## src/rtl/yolo_postproc_pkg.sv

```systemverilog
// Shared constants, types and saturation helpers for the YOLO post-processing path.
package yolo_postproc_pkg;

   localparam int LEAKY_MUL          = 13;
   localparam int LEAKY_SHIFT        = 7;
   localparam int INT8_MIN           = -128;
   localparam int INT8_MAX           = 127;
   localparam int DEFAULT_PACK_LANES = 8;

   typedef logic [8*DEFAULT_PACK_LANES-1:0] packed_word_t;

   // 33-bit two's-complement sum clamped into the signed 32-bit range
   function automatic logic [31:0] sat32(input logic [32:0] v);
      if (v[32] != v[31]) begin
         return v[32] ? 32'h8000_0000 : 32'h7FFF_FFFF;
      end
      return v[31:0];
   endfunction

   function automatic logic [7:0] sat_int8(input logic signed [49:0] v);
      if (v > $signed(50'(INT8_MAX))) begin
         return 8'(INT8_MAX);
      end
      if (v < $signed(50'(INT8_MIN))) begin
         return 8'(INT8_MIN);
      end
      return v[7:0];
   endfunction

endpackage

```

## src/rtl/postproc_out_fifo.sv

```systemverilog
// First-word-fall-through buffer for packed words; a push into a full buffer
// succeeds only when a pop happens in the same cycle, otherwise it is dropped.
module postproc_out_fifo #(
   parameter int WIDTH = 64,
   parameter int DEPTH = 4
) (
   input  logic             clk,
   input  logic             rst,
   input  logic             push,
   input  logic [WIDTH-1:0] push_data,
   input  logic             pop_ready,
   output logic [WIDTH-1:0] out_data,
   output logic             out_valid,
   output logic             drop
);
   localparam int AW = $clog2(DEPTH);

   logic [WIDTH-1:0] mem [DEPTH];
   logic [AW:0]      wr_ptr_q, wr_ptr_d;
   logic [AW:0]      rd_ptr_q, rd_ptr_d;
   logic             full;
   logic             pop;
   logic             wr_en;

   always_comb begin
      out_valid = (wr_ptr_q != rd_ptr_q);
      full      = (wr_ptr_q[AW] != rd_ptr_q[AW]) &&
                  (wr_ptr_q[AW-1:0] == rd_ptr_q[AW-1:0]);
      pop       = out_valid && pop_ready;
      wr_en     = push && (!full || pop);
      drop      = push && full && !pop;
      wr_ptr_d  = wr_ptr_q + {{AW{1'b0}}, wr_en};
      rd_ptr_d  = rd_ptr_q + {{AW{1'b0}}, pop};
      out_data  = out_valid ? mem[rd_ptr_q[AW-1:0]] : '0;
   end

   always_ff @(posedge clk or posedge rst) begin
      if (rst) begin
         wr_ptr_q <= '0;
         rd_ptr_q <= '0;
      end else begin
         wr_ptr_q <= wr_ptr_d;
         rd_ptr_q <= rd_ptr_d;
      end
   end

   // Storage needs no reset: pointers alone decide what is visible.
   always_ff @(posedge clk) begin
      if (wr_en) begin
         mem[wr_ptr_q[AW-1:0]] <= push_data;
      end
   end

endmodule

```

## src/rtl/quant_leaky_packer.sv

```systemverilog
// Bias add, optional leaky ReLU, requantisation to int8, then packing of
// PACK_LANES lanes per word into an output FIFO.
module quant_leaky_packer
   import yolo_postproc_pkg::*;
#(
   parameter int PACK_LANES = 8,
   parameter int FIFO_DEPTH = 4
) (
   input  logic                    clk,
   input  logic                    rst,
   input  logic [31:0]             acc_data_in,
   input  logic                    acc_valid_in,
   input  logic                    row_last_in,
   input  logic [31:0]             bias_in,
   input  logic [15:0]             scale_in,
   input  logic [5:0]              shift_in,
   input  logic                    leaky_en,
   output logic [8*PACK_LANES-1:0] out_data,
   output logic                    out_valid,
   input  logic                    out_ready,
   output logic                    overflow_err,
   output logic                    busy
);
   localparam int W  = 8*PACK_LANES;
   localparam int CW = (PACK_LANES > 1) ? $clog2(PACK_LANES) : 1;
   localparam logic [CW-1:0]        LAST_LANE  = CW'(PACK_LANES-1);
   localparam logic signed [35:0]   LEAKY_MUL_S = 36'(LEAKY_MUL);

   logic              v1_q, v1_d, last1_q, last1_d;
   logic [31:0]       s1_q, s1_d;
   logic              v2_q, v2_d, last2_q, last2_d;
   logic [31:0]       s2_q, s2_d;
   logic              v3_q, v3_d, last3_q, last3_d;
   logic [48:0]       p_q, p_d;
   logic              v4_q, v4_d, last4_q, last4_d;
   logic [7:0]        r_q, r_d;
   logic [CW-1:0]     lane_cnt_q, lane_cnt_d;
   logic [W-1:0]      part_q, part_d;
   logic              ovf_q, ovf_d;

   logic signed [35:0] s1_ext, leaky_prod;
   logic signed [48:0] s2_ext, scale_ext;
   logic signed [49:0] p_ext, rnd, shifted;
   logic [W-1:0]       merged;
   logic               push;
   logic               drop;

   // Incoming lane overlays the partial word at the current lane position.
   for (genvar gi = 0; gi < PACK_LANES; gi++) begin : g_lane
      assign merged[8*gi +: 8] = (lane_cnt_q == CW'(gi)) ? r_q : part_q[8*gi +: 8];
   end

   always_comb begin
      v1_d    = acc_valid_in;
      last1_d = acc_valid_in && row_last_in;
      s1_d    = sat32({acc_data_in[31], acc_data_in} + {bias_in[31], bias_in});

      v2_d       = v1_q;
      last2_d    = last1_q;
      s1_ext     = {{4{s1_q[31]}}, s1_q};
      leaky_prod = s1_ext * LEAKY_MUL_S;
      s2_d       = (leaky_en && s1_q[31]) ? 32'(leaky_prod >>> LEAKY_SHIFT) : s1_q;

      v3_d      = v2_q;
      last3_d   = last2_q;
      s2_ext    = {{17{s2_q[31]}}, s2_q};
      scale_ext = {33'd0, scale_in};
      p_d       = s2_ext * scale_ext;

      // Round half up, then arithmetic shift and clamp into int8
      v4_d    = v3_q;
      last4_d = last3_q;
      p_ext   = {p_q[48], p_q};
      rnd     = (shift_in != 6'd0) ? (50'sd1 <<< (shift_in - 6'd1)) : 50'sd0;
      shifted = (p_ext + rnd) >>> shift_in;
      r_d     = sat_int8(shifted);

      push       = v4_q && ((lane_cnt_q == LAST_LANE) || last4_q);
      part_d     = part_q;
      lane_cnt_d = lane_cnt_q;
      if (push) begin
         part_d     = '0;
         lane_cnt_d = '0;
      end else if (v4_q) begin
         part_d     = merged;
         lane_cnt_d = lane_cnt_q + CW'(1);
      end

      ovf_d = ovf_q || drop;
   end

   always_ff @(posedge clk or posedge rst) begin
      if (rst) begin
         v1_q       <= 1'b0;
         last1_q    <= 1'b0;
         s1_q       <= '0;
         v2_q       <= 1'b0;
         last2_q    <= 1'b0;
         s2_q       <= '0;
         v3_q       <= 1'b0;
         last3_q    <= 1'b0;
         p_q        <= '0;
         v4_q       <= 1'b0;
         last4_q    <= 1'b0;
         r_q        <= '0;
         lane_cnt_q <= '0;
         part_q     <= '0;
         ovf_q      <= 1'b0;
      end else begin
         v1_q       <= v1_d;
         last1_q    <= last1_d;
         s1_q       <= s1_d;
         v2_q       <= v2_d;
         last2_q    <= last2_d;
         s2_q       <= s2_d;
         v3_q       <= v3_d;
         last3_q    <= last3_d;
         p_q        <= p_d;
         v4_q       <= v4_d;
         last4_q    <= last4_d;
         r_q        <= r_d;
         lane_cnt_q <= lane_cnt_d;
         part_q     <= part_d;
         ovf_q      <= ovf_d;
      end
   end

   postproc_out_fifo #(
      .WIDTH (W),
      .DEPTH (FIFO_DEPTH)
   ) u_out_fifo (
      .clk       (clk),
      .rst       (rst),
      .push      (push),
      .push_data (merged),
      .pop_ready (out_ready),
      .out_data  (out_data),
      .out_valid (out_valid),
      .drop      (drop)
   );

   assign overflow_err = ovf_q;
   assign busy = v1_q || v2_q || v3_q || v4_q || (lane_cnt_q != '0) || out_valid;

endmodule

```

## config.mk

```make
export PLATFORM = sky130hd
export DESIGN_NAME = quant_leaky_packer
export DESIGN_NICKNAME = d
export VERILOG_FILES = /design/src/rtl/yolo_postproc_pkg.sv /design/src/rtl/postproc_out_fifo.sv /design/src/rtl/quant_leaky_packer.sv
export SDC_FILE = /design/constraint.sdc
export NUM_CORES = 2
export LEC_CHECK = 0
export BUFFER_PORTS_ARGS = -buffer_cell sky130_fd_sc_hd__buf_2
export CAP_MARGIN = 20
export CELL_PAD_IN_SITES_DETAIL_PLACEMENT = 1
export CELL_PAD_IN_SITES_GLOBAL_PLACEMENT = 1
export CORE_UTILIZATION = 55
export CTS_BUF_LIST = sky130_fd_sc_hd__clkbuf_2 sky130_fd_sc_hd__clkbuf_4 sky130_fd_sc_hd__clkbuf_8
export DETAILED_ROUTE_END_ITERATION = 10
export GPL_ROUTABILITY_DRIVEN = 0
export PLACE_DENSITY = 0.87
export SLEW_MARGIN = 15
export SYNTH_ARGS = -nofsm -noshare
export SYNTH_HDL_FRONTEND = slang
export SYNTH_SLANG_ARGS = --single-unit
```

## constraint.sdc

```tcl
create_clock -name clk -period 22 [get_ports clk]
set_input_delay 2.2 -clock clk [delete_from_list [all_inputs] [get_ports clk]]
set_output_delay 2.2 -clock clk [all_outputs]
set_load 0.01 [all_outputs]
```

==> results.json <==
{
  "setup_viol": 0,
  "status": "complete, no violations",
  "min_to": "v3_q",
  "synth_warnings": 0,
  "arrival_ns": 10.69,
  "fin_crit_ns": 10.09,
  "place_ws_ns": 11.52,
  "grt_pass1_vias": 43600,
  "hp-start": "v2_q",
  "max_freq_ghz": 0.0991,
  "die_h_um": 296,
  "holdPathStages": 0,
  "drt_iter0_markers": 3558,
  "fin_nets": 5837,
  "cts_made_buffers": 80,
  "tightestPinTransition_ns": 1.15,
  "path_cells": "buf_2, buf_4, inv_1, buf_4, nand2_1, nor3_1, ha_1, a211oi_1, nor4_1, o21ai_1, a21oi_1, o21ai_1, and3_1, or3_1, inv_1, a221oi_1, mux2_2, a221oi_1, or2_2, nand4_1, or4b_2, o41a_1, o211ai_1",
  "synth.distinct_cells": 110,
  "synth_nets": 5800,
  "critPathSlowestCell": "inv_1",
  "rr_worst_depth": 27,
  "root_buffer": "clkbuf_8",
  "regToRegSetupSlack_ns": 13.27,
  "die_x_um": 296,
  "ctsLongestPathBuffers": 3,
  "post_drt_wl_per_cell_um": 26.6,
  "synthFlopType": "edfxtp_1",
  "start_kind": "primary input",
  "dp_cells": 5983,
  "cts_setup_buffers": 0,
  "ant_nets": 0,
  "insertion_delay_ns": 0.75,
  "hp-class": "reg -> reg",
  "synthArstFlopShare": 0.442,
  "area.growth.synth_to_final_pct": 7.40,
  "post-route-drc-count": 0,
  "grt_pass1_wl_um": 253000,
  "r2r_end": "p_q[47]",
  "fp.coreArea_um2": 85400,
  "required_ns": 22.61,
  "clk_pin_slew_ns": 0.07,
  "slew_headroom": 0.232,
  "busiest_layer": "met2",
  "cts_hold_buf": 0,
  "pin_count": 159,
  "drive_gt1_frac": 0.110,
  "h-tree-depth": 3,
  "finalSetupTns_ns": 0,
  "synthesis.area_um2": 47600,
  "maxSlewViolCount": 0,
  "finalNonFillerCells": 6138,
  "track_usage": 0.377,
  "ys_seq_area_frac": 0.268,
  "overflow": 0,
  "end_kind": "flip-flop",
  "r2r-start": "s2_q[6]",
  "numPortBuffers": 158,
  "avgSynthCellArea_um2": 9.74,
  "row_count": 107,
  "fill_cells": 9553,
  "grt_use_met3": 0.0605,
  "start_util": 0.557,
  "use_met2": 0.642,
  "vias": 39400,
  "cp_slowest_stage_delay_ns": 0.64,
  "postCtsResizedCells": 0,
  "synth_edf_count": 256,
  "dieArea_um2": 87700,
  "cts_tree": "yes",
  "firstDrtPassIters": 6,
  "grt_use_met1": 0.456,
  "antenna_found_initial": 7,
  "cap_viol_max_count": 0,
  "finClkSkew_ns": 0.0676,
  "vias_per_cell": 6.41,
  "syn_inst": 4886,
  "final_hold_viol_count": 0,
  "grt_max_degree": 86,
  "finalWorstSetupSlack_ns": 11.91,
  "yosys_register_bits": 459,
  "clock_sinks": 459,
  "wirelength_um": 163000,
  "grt_setup_unrepaired": "no",
  "critical_path_class": "in -> reg",
  "dp_hpwl_um": 112000,
  "post-route-period-util": 0.458,
  "path_max_fanout": 44,
  "holdWs_ns": 0.368
}
==> placed cells by master (no fill, tap or decap), types with 32 or more instances in the layout <==
master,Yosys,layout
xor2_1,50,50
buf_2,8,158
buf_4,0,32
nor2b_1,87,85
ha_1,301,301
clkbuf_8,0,96
nor2_1,208,205
nand2_1,541,540
edfxtp_1,256,256
inv_1,791,790
a211oi_1,49,49
nor3_1,65,65
dfrtp_1,203,200
mux4_2,81,81
mux2i_1,42,42
nand3_1,119,119
a21oi_1,168,168
xnor2_1,83,83
mux2_2,57,57
a21o_1,67,67
fa_1,521,521
and2_1,233,233
o21ai_0,202,202
==> state kept, by name, summed over array words and instances (netlist names) <==
signal	flops
u_out_fifo.mem	256
part_q	64
p_q	49
s1_q	32
s2_q	32
r_q	8
lane_cnt_q	3
u_out_fifo.rd_ptr_q	3
u_out_fifo.wr_ptr_q	3
last1_q	1
last2_q	1
last3_q	1
last4_q	1
overflow_err	1
v1_q	1
v2_q	1
v3_q	1
v4_q	1
==> cell usage after synthesis (all sizes together) (13+ instances only) <==
cell / instances / share of area
mux2i: 42 / 0.0088
mux2: 60 / 0.014
xnor2: 83 / 0.015
a21boi: 13 / 0.0021
and2: 235 / 0.031
ha: 301 / 0.079
nand2: 541 / 0.043
nor2: 208 / 0.016
clkbuf: 203 / 0.016
buf: 34 / 0.0029
nand4: 31 / 0.0041
a21oi: 168 / 0.018
a221oi: 18 / 0.0039
a211o: 15 / 0.0028
xor2: 50 / 0.0092
fa: 521 / 0.22
edfxtp: 256 / 0.16
a21o: 68 / 0.011
and3: 27 / 0.0037
nand2b: 18 / 0.0024
o21a: 31 / 0.0050
nor2b: 87 / 0.011
inv: 793 / 0.063
nand3: 120 / 0.013
a211oi: 52 / 0.0087
o21ai: 214 / 0.023
a31oi: 28 / 0.0038
nor3: 66 / 0.0070
dfrtp: 203 / 0.11
o21bai: 18 / 0.0028
o211ai: 27 / 0.0045
mux4: 82 / 0.039
o31ai: 22 / 0.0035
nor4: 25 / 0.0033
or3: 17 / 0.0023
==> worst max-delay path, delay by kind of cell <==
kind / cells / cell delay (ns)
fa+ha+maj: 1 / 0.27
compound gates: 8 / 2.65
mux: 1 / 0.38
simple gates: 8 / 3.27
buf+inv: 5 / 1.86
==> cell type report <==
class                   instances  area (um2)  area share
clock buffers                 127        1550      0.0304
repair buffers                192        1050      0.0205
clock inverters                23         325     0.00637
flip-flops and latches        459       12800       0.250
well taps                    1144        1430      0.0280
inverters                     793        2980      0.0584
diodes                          3        7.51    0.000147
multi-input cells            3397       31000       0.606
==> layer usage <==
metal | up-vias | share of wire
li1 | 16500 | -
met1 | 20000 | 0.37
met2 | 2200 | 0.49
met3 | 701 | 0.077
met4 | 6 | 0.060
met5 | - | 0.00019
==> cells by family (layout without fill, tap and decap cells) <==
logic type               after synthesis  count (layout)  synth area share
multiplexers                         184             184            0.0622
AND/OR/NAND/NOR                     1422            1422             0.145
flip-flops                           459             459             0.268
XOR/XNOR                             133             133            0.0245
AO/OA/AOI/OAI                        832             832             0.119
other                                  0               3                 0
adder cells (fa/ha/maj)              826             826             0.299
buffers and inverters               1030            1135            0.0815
==> how the worst max path moves through the flow <==
| stage | start | endpoint | slack, ns | cells past startpoint |
|---|---|---|---|---|
| after detailed placement | scale_in[4] | p_q[47] | 11.52 | 26 |
| after floorplan | out_ready | u_out_fifo.mem[2][0] | 12.44 | 2 |
| final | shift_in[3] | r_q[0] | 11.91 | 23 |
| after global routing | shift_in[3] | r_q[0] | 11.59 | 24 |
| after CTS | scale_in[4] | p_q[47] | 12.21 | 26 |
| after global placement | scale_in[7] | p_q[47] | 11.79 | 28 |
==> stage by stage <==
stage	utilization	instance area, um2
after global placement	0.576	49200
after detailed placement	0.576	49200
after floorplan	-	47600
final	0.598	51100
after global routing	0.598	51100
after CTS	0.598	51100
Power is left out: the tool's default activity adds up to more than one toggle a clock period on the data nets, which glitch-free logic cannot reach.
